--- src/rtl/acs_path_metric.sv ---
// acs_path_metric
//   Add-compare-select stage of a 4-state Viterbi decoder (K=3, rate 1/2,
//   generators g0=7, g1=5 octal). A block of 8 hard-decision bit pairs is
//   captured in one handshake. One pair is processed per cycle, and one
//   4-bit survivor-decision word is produced per trellis step. Path metrics
//   carry across blocks unless frame_start is captured with the block.
//
// Parameters
//   PM_W     path-metric width (4..12), unsigned, saturating
//   INIT_PM  reset/reinit metric for states 1..3 (state 0 starts at 0)
//
// Ports
//   clk, rst            clock (rising edge), asynchronous active-high reset
//   frame_start         captured with the block: reinit metrics before step 0
//   in_valid/in_ready   block capture handshake
//   bit_pair_0..7       received pairs, [1]=g0 symbol, [0]=g1 symbol, 0 oldest
//   dec_valid           dec/step/pm0..pm3 valid
//   dec                 dec[s]=1: survivor of state s came from odd predecessor
//   step                trellis step within block, 0..7
//   pm0..pm3            normalised path metrics after this step
//   block_done          pulses with dec_valid on step 7
//
// Optional feature (macro ACS_BEST_STATE_EN)
//   best_state          lowest-index state whose normalised metric is 0
//   best_pm             that state's metric before normalisation
module acs_path_metric #(
  parameter int unsigned PM_W    = 6,
  parameter int unsigned INIT_PM = 16
) (
  input  logic            clk,
  input  logic            rst,
  input  logic            frame_start,
  input  logic            in_valid,
  output logic            in_ready,
  input  logic [1:0]      bit_pair_0,
  input  logic [1:0]      bit_pair_1,
  input  logic [1:0]      bit_pair_2,
  input  logic [1:0]      bit_pair_3,
  input  logic [1:0]      bit_pair_4,
  input  logic [1:0]      bit_pair_5,
  input  logic [1:0]      bit_pair_6,
  input  logic [1:0]      bit_pair_7,
  output logic            dec_valid,
  output logic [3:0]      dec,
  output logic [2:0]      step,
  output logic [PM_W-1:0] pm0,
  output logic [PM_W-1:0] pm1,
  output logic [PM_W-1:0] pm2,
  output logic [PM_W-1:0] pm3,
  output logic            block_done
`ifdef ACS_BEST_STATE_EN
  ,
  output logic [1:0]      best_state,
  output logic [PM_W-1:0] best_pm
`endif
);

  localparam logic [0:0]      S_IDLE  = 1'b0;
  localparam logic [0:0]      S_RUN   = 1'b1;
  localparam logic [PM_W-1:0] PM_INIT = PM_W'(INIT_PM);

  logic [0:0]      r_fsm;
  logic [2:0]      r_cnt;
  logic            r_fs;
  logic [1:0]      r_pairs [8];
  logic [PM_W-1:0] r_pm    [4];
  logic            r_dec_valid;
  logic [3:0]      r_dec;
  logic [2:0]      r_step;
  logic            r_block_done;

  logic            w_capture;
  logic [1:0]      w_rx;
  logic [PM_W-1:0] w_base [4];
  logic [PM_W-1:0] w_new  [4];
  logic [PM_W-1:0] w_norm [4];
  logic [PM_W-1:0] w_min;
  logic [1:0]      w_best;
  logic [3:0]      w_dec;

  // Hamming distance between a received pair and an expected symbol.
  function automatic logic [1:0] bm(input logic [1:0] r, input logic [1:0] e);
    logic [1:0] x;
    x = r ^ e;
    return {1'b0, x[1]} + {1'b0, x[0]};
  endfunction

  // Encoder output for state p={s1,s0} and input u: {u^s1^s0, u^s0}.
  function automatic logic [1:0] exp_sym(input logic u, input logic [1:0] p);
    return {u ^ p[1] ^ p[0], u ^ p[0]};
  endfunction

  function automatic logic [PM_W-1:0] sat_add(input logic [PM_W-1:0] a,
                                              input logic [1:0] b);
    logic [PM_W:0] s;
    s = {1'b0, a} + {{(PM_W-1){1'b0}}, b};
    return s[PM_W] ? '1 : s[PM_W-1:0];
  endfunction

  // A capture is possible while idle or while the last step of the
  // current block is being computed, which keeps blocks back-to-back.
  assign in_ready  = (r_fsm == S_IDLE) || ((r_fsm == S_RUN) && (r_cnt == 3'd7));
  assign w_capture = in_valid && in_ready;
  assign w_rx      = r_pairs[r_cnt];

  // Step 0 of a frame_start block starts from the reinit metrics instead
  // of whatever the previous block left behind.
  always_comb begin
    for (int unsigned i = 0; i < 4; i++) begin
      w_base[i] = r_pm[i];
      if ((r_cnt == 3'd0) && r_fs) begin
        w_base[i] = (i == 0) ? '0 : PM_INIT;
      end
    end
  end

  // Next state n={u,s1}: predecessors {n[0],0} and {n[0],1}, input u=n[1].
  for (genvar n = 0; n < 4; n++) begin : g_acs
    localparam logic [1:0] PA = 2'((n % 2) * 2);
    localparam logic [1:0] PB = 2'((n % 2) * 2 + 1);
    localparam logic       U  = 1'(n / 2);
    logic [PM_W-1:0] w_cand_a;
    logic [PM_W-1:0] w_cand_b;
    assign w_cand_a = sat_add(w_base[PA], bm(w_rx, exp_sym(U, PA)));
    assign w_cand_b = sat_add(w_base[PB], bm(w_rx, exp_sym(U, PB)));
    // Ties go to the even predecessor.
    assign w_dec[n] = (w_cand_b < w_cand_a);
    assign w_new[n] = w_dec[n] ? w_cand_b : w_cand_a;
  end

  // Strict compare keeps the lowest-index state on equal metrics.
  always_comb begin
    w_min  = w_new[0];
    w_best = 2'd0;
    for (int unsigned i = 1; i < 4; i++) begin
      if (w_new[i] < w_min) begin
        w_min  = w_new[i];
        w_best = 2'(i);
      end
    end
    for (int unsigned i = 0; i < 4; i++) begin
      w_norm[i] = w_new[i] - w_min;
    end
  end

  always_ff @(posedge clk or posedge rst) begin
    if (rst) begin
      r_fsm        <= S_IDLE;
      r_cnt        <= '0;
      r_fs         <= 1'b0;
      r_dec_valid  <= 1'b0;
      r_dec        <= '0;
      r_step       <= '0;
      r_block_done <= 1'b0;
      for (int unsigned i = 0; i < 8; i++) begin
        r_pairs[i] <= '0;
      end
      r_pm[0] <= '0;
      r_pm[1] <= PM_INIT;
      r_pm[2] <= PM_INIT;
      r_pm[3] <= PM_INIT;
    end else begin
      r_dec_valid  <= 1'b0;
      r_block_done <= 1'b0;
      if (r_fsm == S_RUN) begin
        r_dec_valid  <= 1'b1;
        r_dec        <= w_dec;
        r_step       <= r_cnt;
        r_block_done <= (r_cnt == 3'd7);
        r_cnt        <= r_cnt + 3'd1;
        for (int unsigned i = 0; i < 4; i++) begin
          r_pm[i] <= w_norm[i];
        end
        if ((r_cnt == 3'd7) && !w_capture) begin
          r_fsm <= S_IDLE;
        end
      end
      if (w_capture) begin
        r_fsm      <= S_RUN;
        r_cnt      <= '0;
        r_fs       <= frame_start;
        r_pairs[0] <= bit_pair_0;
        r_pairs[1] <= bit_pair_1;
        r_pairs[2] <= bit_pair_2;
        r_pairs[3] <= bit_pair_3;
        r_pairs[4] <= bit_pair_4;
        r_pairs[5] <= bit_pair_5;
        r_pairs[6] <= bit_pair_6;
        r_pairs[7] <= bit_pair_7;
      end
    end
  end

`ifdef ACS_BEST_STATE_EN
  logic [1:0]      r_best_state;
  logic [PM_W-1:0] r_best_pm;

  always_ff @(posedge clk or posedge rst) begin
    if (rst) begin
      r_best_state <= '0;
      r_best_pm    <= '0;
    end else if (r_fsm == S_RUN) begin
      r_best_state <= w_best;
      r_best_pm    <= w_min;
    end
  end

  assign best_state = r_best_state;
  assign best_pm    = r_best_pm;
`endif

  assign dec_valid  = r_dec_valid;
  assign dec        = r_dec;
  assign step       = r_step;
  assign block_done = r_block_done;
  assign pm0        = r_pm[0];
  assign pm1        = r_pm[1];
  assign pm2        = r_pm[2];
  assign pm3        = r_pm[3];

endmodule
--- config.mk ---
export PLATFORM = sky130hd
export DESIGN_NAME = acs_path_metric
export DESIGN_NICKNAME = d
export VERILOG_FILES = /design/src/rtl/acs_path_metric.sv
export SDC_FILE = /design/constraint.sdc
export NUM_CORES = 1
export LEC_CHECK = 0
export CORE_MARGIN = 5
export CORE_UTILIZATION = 60
export CTS_BUF_LIST = sky130_fd_sc_hd__clkbuf_2
export CTS_CLUSTER_DIAMETER = 80
export DETAILED_ROUTE_END_ITERATION = 16
export PLACE_DENSITY = 0.8
export REMOVE_ABC_BUFFERS = 1
export SLEW_MARGIN = 20
export SYNTH_ARGS = -nofsm -noshare
export SYNTH_HDL_FRONTEND = slang
export SYNTH_SLANG_ARGS = --single-unit
--- constraint.sdc ---
create_clock -name clk -period 14.4 [get_ports clk]
set_clock_uncertainty 0.2 [all_clocks]
set_input_delay 4.32 -clock clk [delete_from_list [all_inputs] [get_ports clk]]
set_output_delay 4.32 -clock clk [all_outputs]
set_load 0.1 [all_outputs]
Word-level counts from Yosys, hierarchy flattened
Cells that the tools add are included.
W data, S select, Z words.
- $lt $le $gt $ge: 8
- add/subtract/negate cells: 17
- bitwise gates (word level): 5
- reduce and logical (&&, ||, !) cells: 8
- multiplexer cells: 29
- equality and inequality tests: 1
- operators by type and width (operator ; number):
    $mux W6 ; 19
    $add A6 B2 Y7 ; 8
    $lt A6 B6 Y1 ; 7
    $sub A6 B6 Y6 ; 4
    $add A1 B1 Y2 ; 4
    $bmux W2 S3 ; 1
    $mux W3 ; 2
    $mux W1 ; 5
    $ge A4 B4 Y1 const B ; 1
    $logic_and A1 B1 Y1 ; 4
    $mux W2 ; 2
    $not A3 Y4 ; 1
    $add A3 B1 Y3 const B ; 1
    $eq A3 B3 Y1 const B ; 1
    $logic_not A3 Y1 ; 1
    $not A1 Y1 ; 3
    $not A2 Y2 ; 1
    $reduce_bool A2 Y1 ; 1
    $logic_not A1 Y1 ; 1
    $logic_or A1 B1 Y1 ; 1
- flip-flop bits (word level): 54
- bits of input ports: 20
- output and inout bits: 34
- logic and storage cells: 87

Depth between registers and ports, before layout
- depth in word-level cells: 17
- mapped depth: 56
- mapped depth without buffers: 49

Worst setup path after synthesis
No wires, ideal clock.
- path kind: register -> register
- start point: register r_cnt[0]
- end point: register r_pm, in the netlist pm1[4]
- data required time: 14.118 ns
- slack: 3.449 ns
- library setup time: 0.082 ns
- period minus slack after synthesis: 10.951 ns
- stages on the path, launching flop included: 54
- path buffers: 7
- arrival: 10.669 ns
- path through: dfrtp_1 > clkbuf_1 > inv_1 > ha_1 > nand3b_1 > buf_4 > clkbuf_1 > clkbuf_1 > clkbuf_1 > and2_1 > ha_1 > ha_1 > and4bb_2 > nor3_1 > mux2i_1 > nand2_1 > inv_1 > ha_1 > (+18 left out) > a221oi_1 > o211ai_1 > nand2_1 > mux2i_1 > inv_1 > ha_1 > o221a_4 > a21oi_4 > o21a_2 > buf_2 > mux2_2 > nor3_1 > ha_1 > nor3_1 > maj3_1 > maj3_1 > xnor2_1 > mux2_2
- word-level cells in the longest chain between the ends: 17
- elaborated cells on any way between the ends: 48
- those cells by class: 13 x add/sub; 7 x order compare; 22 x mux; 4 x bitwise; 2 x reduce/logical
- RTL lines (what ; RTL line ; source):
    from (decl) ; 63 ; logic [2:0] r_cnt;
    from (signal assigned) ; 170 ; r_cnt <= r_cnt + 3'd1;
    $not A3 Y4 (not written as such) ; 104 ; assign w_rx = r_pairs[r_cnt];
    $bmux W2 S3 ; 104 ;
    $mux W2 (not written as such) (2 in a row) ; 104 ;
    $not A1 Y1 (no line) / $not A2 Y2 (equally long branches) ; - ;
    $add A1 B1 Y2 ; 85 ; return {1'b0, x[1]} + {1'b0, x[0]};
    $add A6 B2 Y7 ; 96 ; s = {1'b0, a} + {{(PM_W-1){1'b0}}, b};
    $mux W6 ; 97 ; return s[PM_W] ? '1 : s[PM_W-1:0];
    $lt A6 B6 Y1 ; 127 ; assign w_dec[n] = (w_cand_b < w_cand_a);
    $mux W6 ; 128 ; assign w_new[n] = w_dec[n] ? w_cand_b : w_cand_a;
    $lt A6 B6 Y1 ; 136 ; if (w_new[i] < w_min) begin
    $mux W6 ; 136 ;
    $lt A6 B6 Y1 ; 136 ;
    $mux W6 ; 136 ;
    $lt A6 B6 Y1 ; 136 ;
    $mux W6 ; 136 ;
    $sub A6 B6 Y6 * ; 142 ; w_norm[i] = w_new[i] - w_min;
    to (signal, indexed assignment) ; 172 ; r_pm[i] <= w_norm[i];
    to (decl) ; 66 ; logic [PM_W-1:0] r_pm [4];
Every way passes the cells marked *; elsewhere a longest branch is shown, timed or not. The select of a mux whose other input is x is not followed.
A chain may end at the register's enable or synchronous reset.

Worst setup path in the final report
- start point: register r_cnt[0]
- end point: register r_pm, in the netlist pm3[5]
Same word-level chain as after synthesis.

==> reports/results.txt <==
Worst-margin pin slew -> 1.04 ns
Vias per Instance -> 6.54
Post-synth EDFFs -> 0
Clock Latency Late Sink -> 0.52 ns
Global-route wire length before repair -> 29.2 mm
Top cell type by total area after synthesis -> dfrtp_1
Final setup violating endpoints -> 0
TritonRoute pass-1 iters -> 5
Syn Inst Count -> 768
Relative slew slack -> 30.8%
Clock transition at path regs -> 0.32 ns
Final HPWL DP -> 14.0 mm
Crit Path Class -> flip-flop to flip-flop
Part of the Yosys area used for sequential elements -> 20.9%
Most common cell after layout, fill and taps aside -> nand2_1
Post-synthesis async set-or-reset flop share -> 100%
Pin count of the biggest net entering global routing -> 52
CP Capture Type -> flip-flop
Synth Cell Area -> 6470 um^2
FF+latch count, synth -> 54
CTS tree -> yes
Reg-to-reg critical path endpoint -> pm3[5]
Outcome -> finished, final reports clean
Layout cells sized above 1 -> 12.5%
R2R Path Start -> r_cnt[0]
Post-CTS Hold Buffers -> 0
CP Data Arrival Time -> 12.08 ns
Top cell type's share of synthesized area -> 19.7%
Slowest stage delay, CP -> 0.64 ns
Die X -> 114 um
Fin. Hold Viols -> 0
Die area -> 13000 um^2
Setup_tns -> 0 ns
Initial antenna violation count -> 0
Starting Density -> 60.5%
Row Count -> 38
Cell family with most CP delay -> compound AO/OA/AOI/OAI gates
Layout area overhead -> 9.38%
CTS buffer count -> 5
Main flop type after synthesis -> dfrtp_1
CTS H-tree lvls -> 2
Ranking of synthesized cells by area -> dfrtp_1 (20%), ha_1 (10%), mux2_2 (6.3%), xnor2_1 (4.6%), a21oi_1 (4.4%)
Io pins -> 54
Initial DRC Count -> 679
Mapped Avg Cell Area -> 8.42 um^2
Yosys cell types -> 92
DRC Markers -> 0
Crit path top cell by count -> ha_1
Final ANT Viol Nets -> 0
CP required -> 14.64 ns
Max-Cap Viols -> 0
Core Box Area -> 10700 um^2
Vias in the first global route -> 5721
Post-CTS setup buffer count -> 0
R2R Setup Slk -> 2.55 ns
Die height -> 114 um
CTS Buffer Depth -> 2
Crit start category -> flip-flop
Hold path cells -> 1
Worst r2r path cells -> 48
RePlAce Congestion -> 0.961
Hold Path Origin -> r_pairs[9]
N_diodes -> 0
Highest clock rate -> 84.4 MHz
Wirelength per Cell -> 19.3 um
Vias -> 6132
CTS sink cnt -> 54
Critical-path maximum fanout -> 11
Hold Crit Endpoint -> r_pairs[9]
All-Layer GR Usage -> 27.7%
Min Clock Period, post-route -> 11.85 ns
Final-stage net count -> 872
Yosys synthesis warning count -> 0
Total grt overflow -> 0
Critical path buffer and inverter count -> 4
Slew Limit Fails -> 0
Commonest non-fill, non-tap cells in the layout -> nand2_1 (61), nor2_1 (58), a21oi_1 (57), ha_1 (54)
Post-cts gate resize count -> 0
Final WL -> 18.0 mm
Worst Hold Class -> flip-flop to flip-flop
RSZ-0062 raised after global routing -> false
Period utilization -> 82.3%
Root Buffer -> clkbuf_2
Critical path's slowest cell -> dfrtp_1
# port buffers -> 53
metal layers:
metal / track usage, % / vias to the layer above / share of wire, %
li1: - / 2888 / -
met1: 37.8 / 2957 / 43
met2: 47.8 / 255 / 49
met3: 2.71 / 32 / 6.5
met4: 5.78 / 0 / 2.1
met5: 0 / - / 0
flip-flops by register name, indices dropped and copies added, names as in the netlist:
name,count
pm2,6
r_pairs,16
pm0,6
r_fsm,1
dec,4
step,3
pm3,6
block_done,1
pm1,6
r_cnt,3
r_fs,1
dec_valid,1
synth_stat cells (16+ instances only):
master     n
ha_1      54
inv_1     54
a21oi_1   57
dfrtp_1   51
nor3_1    23
nand2_1   61
clkbuf_1  16
nor2_1    58
o21ai_0   32
nand3_1   17
mux2i_1   26
xnor2_1   34
mux2_2    36
how the worst max path moves through the flow:
| stage | startpoint | to | slack, ns | depth (start not counted) |
|---|---|---|---|---|
| final | r_cnt[0] | pm3[5] | 2.55 | 48 |
| after global routing | r_cnt[0] | pm3[5] | 1.42 | 48 |
| after CTS | r_cnt[0] | pm3[5] | 2.54 | 48 |
| after detailed placement | r_cnt[0] | pm1[4] | 2.59 | 47 |
| after global placement | r_cnt[0] | pm1[4] | 2.88 | 46 |
| after floorplan | r_cnt[0] | pm1[4] | 3.81 | 44 |
area by class of cell:
class                   count  area (um^2)
flip-flops and latches     54         1360
repair buffers             58          568
well taps                 140          175
inverters                  54          203
multi-input cells         623         4720
clock buffers               5         25.0
clock inverters             3         28.8
fillers                   908         3620
per-stage QoR:
step | hold slack (ns) | setup slack [ns] | instance area [um^2] | utilization [%] | std cells
6_report | 0.352 | 2.55 | 7080 | 66.2 | 937
5_1_grt | 0.367 | 1.42 | 7080 | 66.2 | 937
4_1_cts | 0.353 | 2.54 | 7080 | 66.2 | 937
3_5_place_dp | 0.293 | 2.59 | 7020 | 65.6 | 929
3_3_place_gp | 0.288 | 2.88 | 7020 | 65.6 | 929
2_1_floorplan | 0.274 | 3.81 | 6280 | - | 731
cell families (layout without fill, tap and decap cells):
logic type	Yosys count	after routing	share of synthesized area, %
compound gates	207	207	23.0
xor+xnor	39	39	5.28
fa+ha+maj	66	66	12.7
buf+inv	91	120	6.09
flops	54	54	20.9
mux	70	70	12.7
simple gates	241	241	19.3
Power is not shown: default switching activity piles up to over one toggle a cycle in this logic, so the estimate is an artifact.
==> RTL edit: new RTL, config.mk and constraints unchanged <==
`PM_W`: 6 -> 12.
--- a/src/rtl/acs_path_metric.sv
+++ b/src/rtl/acs_path_metric.sv
@@ -25,5 +25,5 @@
 //   best_pm             that state's metric before normalisation
 module acs_path_metric #(
-  parameter int unsigned PM_W    = 6,
+  parameter int unsigned PM_W    = 12,
   parameter int unsigned INIT_PM = 16
 ) (
Interface: changed (resized pm0, pm1, pm2 and pm3); port bits go from 54 to 78. No check against the original RTL was run, so the function may have changed too.
==> RTL edit against the original RTL <==
Design area grew 78%; routed wire length grew 94%; sequential cell count grew 24; setup slack lost 2.1 ns; synthesized cell count grew 85%; area after synthesis grew 70%; non-clock buffer count grew 79; critical endpoint is now pm3[10]$_DFFE_PP0P_.
Power is not shown: default switching activity piles up to over one toggle a cycle in this logic, so the estimate is an artifact.
==> RTL edit: results (changes against the original RTL) <==
placed instance area=12100 sq um (+73%); largest net degree at the start of global routing=83 (+60%); Largest register FFs=16 (unchanged); Synth area leaders=dfrtp_1 17%, ha_1 13%, mux2_2 6.0%; CP arrival=14.30 ns (+2.22 ns); first-pass GRT wire length=54400 um (+86%); DP Wirelength=27500 um (+97%); port bufs=77 (+45%); Synth Instances=1419 (+85%); slowest stage delay, CP=0.55 ns (-0.09 ns); Synth Area in Compound Gates=21.2% (-1.8 points); GRT Util Overall=31.2% (+3.5 points); layout cells sized above 1=13.8% (+1.3 points); final std cells w/o fill=1742 (+86%); H-Tree Depth=3 (+1); Yosys warning count=0 (unchanged); Num CTS Buffers=9 (+4); root buf cell=clkbuf_2; Hold Path Origin=r_pairs[1]$_DFFE_PP0P_; RR Startpoint=r_cnt[0]$_DFFE_PP0P_; Max stage delay cell, worst path=mux4_2; WHS Endpoint=r_pairs[1]$_DFFE_PP0P_; R2R Path End=pm3[10]$_DFFE_PP0P_; Iter 0 DRT Violations=1409 (+110%); multiplexer share of the synthesized area=11.1% (-1.6 points); Synth Area in XOR/XNOR=8.44% (+3.2 points); Top FF cell, synth=dfrtp_1; Cell variety after synth=96 (+4.3%); Reg2Reg Depth=61 (+27%); highest net fanout along the worst path=7 (-4); placed cell count=1705 (+84%); initial antenna violation count=1 (+1); hold depth=1 (unchanged); post-placement worst setup slack=-0.0805 ns (-2.67 ns); vias=11400 (+85%); Clock Path Buffers=2 (unchanged); Synth Area in Adders=14.5% (+1.8 points); Pre-antenna DRT Iters=5 (unchanged); nets=1640 (+88%); Worst-Skew Late Latency=0.70 ns (+0.18 ns); vias in the first global route=10300 (+80%); WL per Instance=20.1 um (+4.3%); global placement routability congestion=1.00 (+4.2%); Biggest register=r_pairs; worst slew pin tran=0.993 ns (-0.0459 ns); Post-synth ARST share=100% (unchanged); EDFF count, synth=0 (unchanged); Hold Path Class=reg -> reg; Reg2Reg Setup Slack=0.46 ns (-2.09 ns); status=completed; sequential cell area fraction in the yosys report=17.8% (-3.2 points); final hold slack=0.335 ns (-0.0171 ns); top cells by count, synth=155 x nor2_1, 151 x nand2_1, 113 x ha_1; Clk pin slew, worst setup/hold paths=0.25 ns (-0.07 ns)
==> RTL edit: cell count changes after synthesis, sizes merged, moves of 22 or more <==
cell / unedited run / this run
mux2: 37 / 62
inv: 54 / 89
a21oi: 60 / 105
xnor2: 34 / 74
nor2: 58 / 158
o21ai: 40 / 74
nand3: 17 / 39
xor2: 5 / 32
clkbuf: 16 / 48
dfrtp: 51 / 75
nand2: 61 / 151
ha: 54 / 113
==> RTL edit: worst max-delay path by stage <==
stage,startpoint,end,slack [ns],cells after the start
after floorplan,r_cnt[0]$_DFFE_PP0P_,pm3[8]$_DFFE_PP0P_,0.06,55
after global placement,r_cnt[0]$_DFFE_PP0P_,pm3[8]$_DFFE_PP0P_,0.47,57
after detailed placement,r_cnt[0]$_DFFE_PP0P_,pm3[8]$_DFFE_PP0P_,-0.08,58
after CTS,r_cnt[0]$_DFFE_PP0P_,pm3[10]$_DFFE_PP0P_,0.05,56
after global routing,r_cnt[0]$_DFFE_PP0P_,pm3[10]$_DFFE_PP0P_,-0.13,61
final,r_cnt[0]$_DFFE_PP0P_,pm3[10]$_DFFE_PP0P_,0.46,61
==> RTL edit: final cells by class <==
| type | count | area, sq um |
|---|---|---|
| multi-input combinational | 1189 | 8600 |
| fill | 1508 | 5460 |
| sequential | 78 | 1960 |
| timing repair buffer | 137 | 1230 |
| inverter | 90 | 339 |
| tap | 229 | 287 |
| clock inverter | 7 | 96.3 |
| clock buffer | 9 | 45.0 |
| antenna | 3 | 7.51 |
==> RTL edit: logic make-up (layout without fill, tap and decap cells) <==
| group | count (synthesis) | in the layout |
|---|---|---|
| xor+xnor | 106 | 106 |
| fa+ha+maj | 129 | 129 |
| mux | 106 | 106 |
| compound gates | 351 | 352 |
| flops | 78 | 78 |
| simple gates | 495 | 496 |
| buf+inv | 154 | 243 |
| other cells | 0 | 3 |
==> RTL edit: timing repair <==
| item | 4_1_cts | 5_1_grt |
|---|---|---|
| gates cloned | 0 | 2 |
| pin swaps | 0 | 11 |
| endpoints found under the setup margin | 2 | 26 |
| setup buffers | 0 | 16 |
| resized for setup | 1 | 34 |
==> RTL edit: critical path: cells and delay by family (launching register included) <==
| kind | cells | cell delay, ns |
|---|---|---|
| compound gates | 28 | 6.04 |
| flops | 1 | 0.50 |
| simple gates | 10 | 1.59 |
| mux | 4 | 1.47 |
| buf+inv | 9 | 1.23 |
| fa+ha+maj | 10 | 2.83 |
==> RTL edit: layer usage <==
layer	vias to the layer above	wire length [um]	global-route usage (%)
li1	5286	-	-
met1	5404	15100	44.9
met2	607	15600	48.9
met3	73	3560	5.17
met4	0	700	7.88
met5	-	0	0
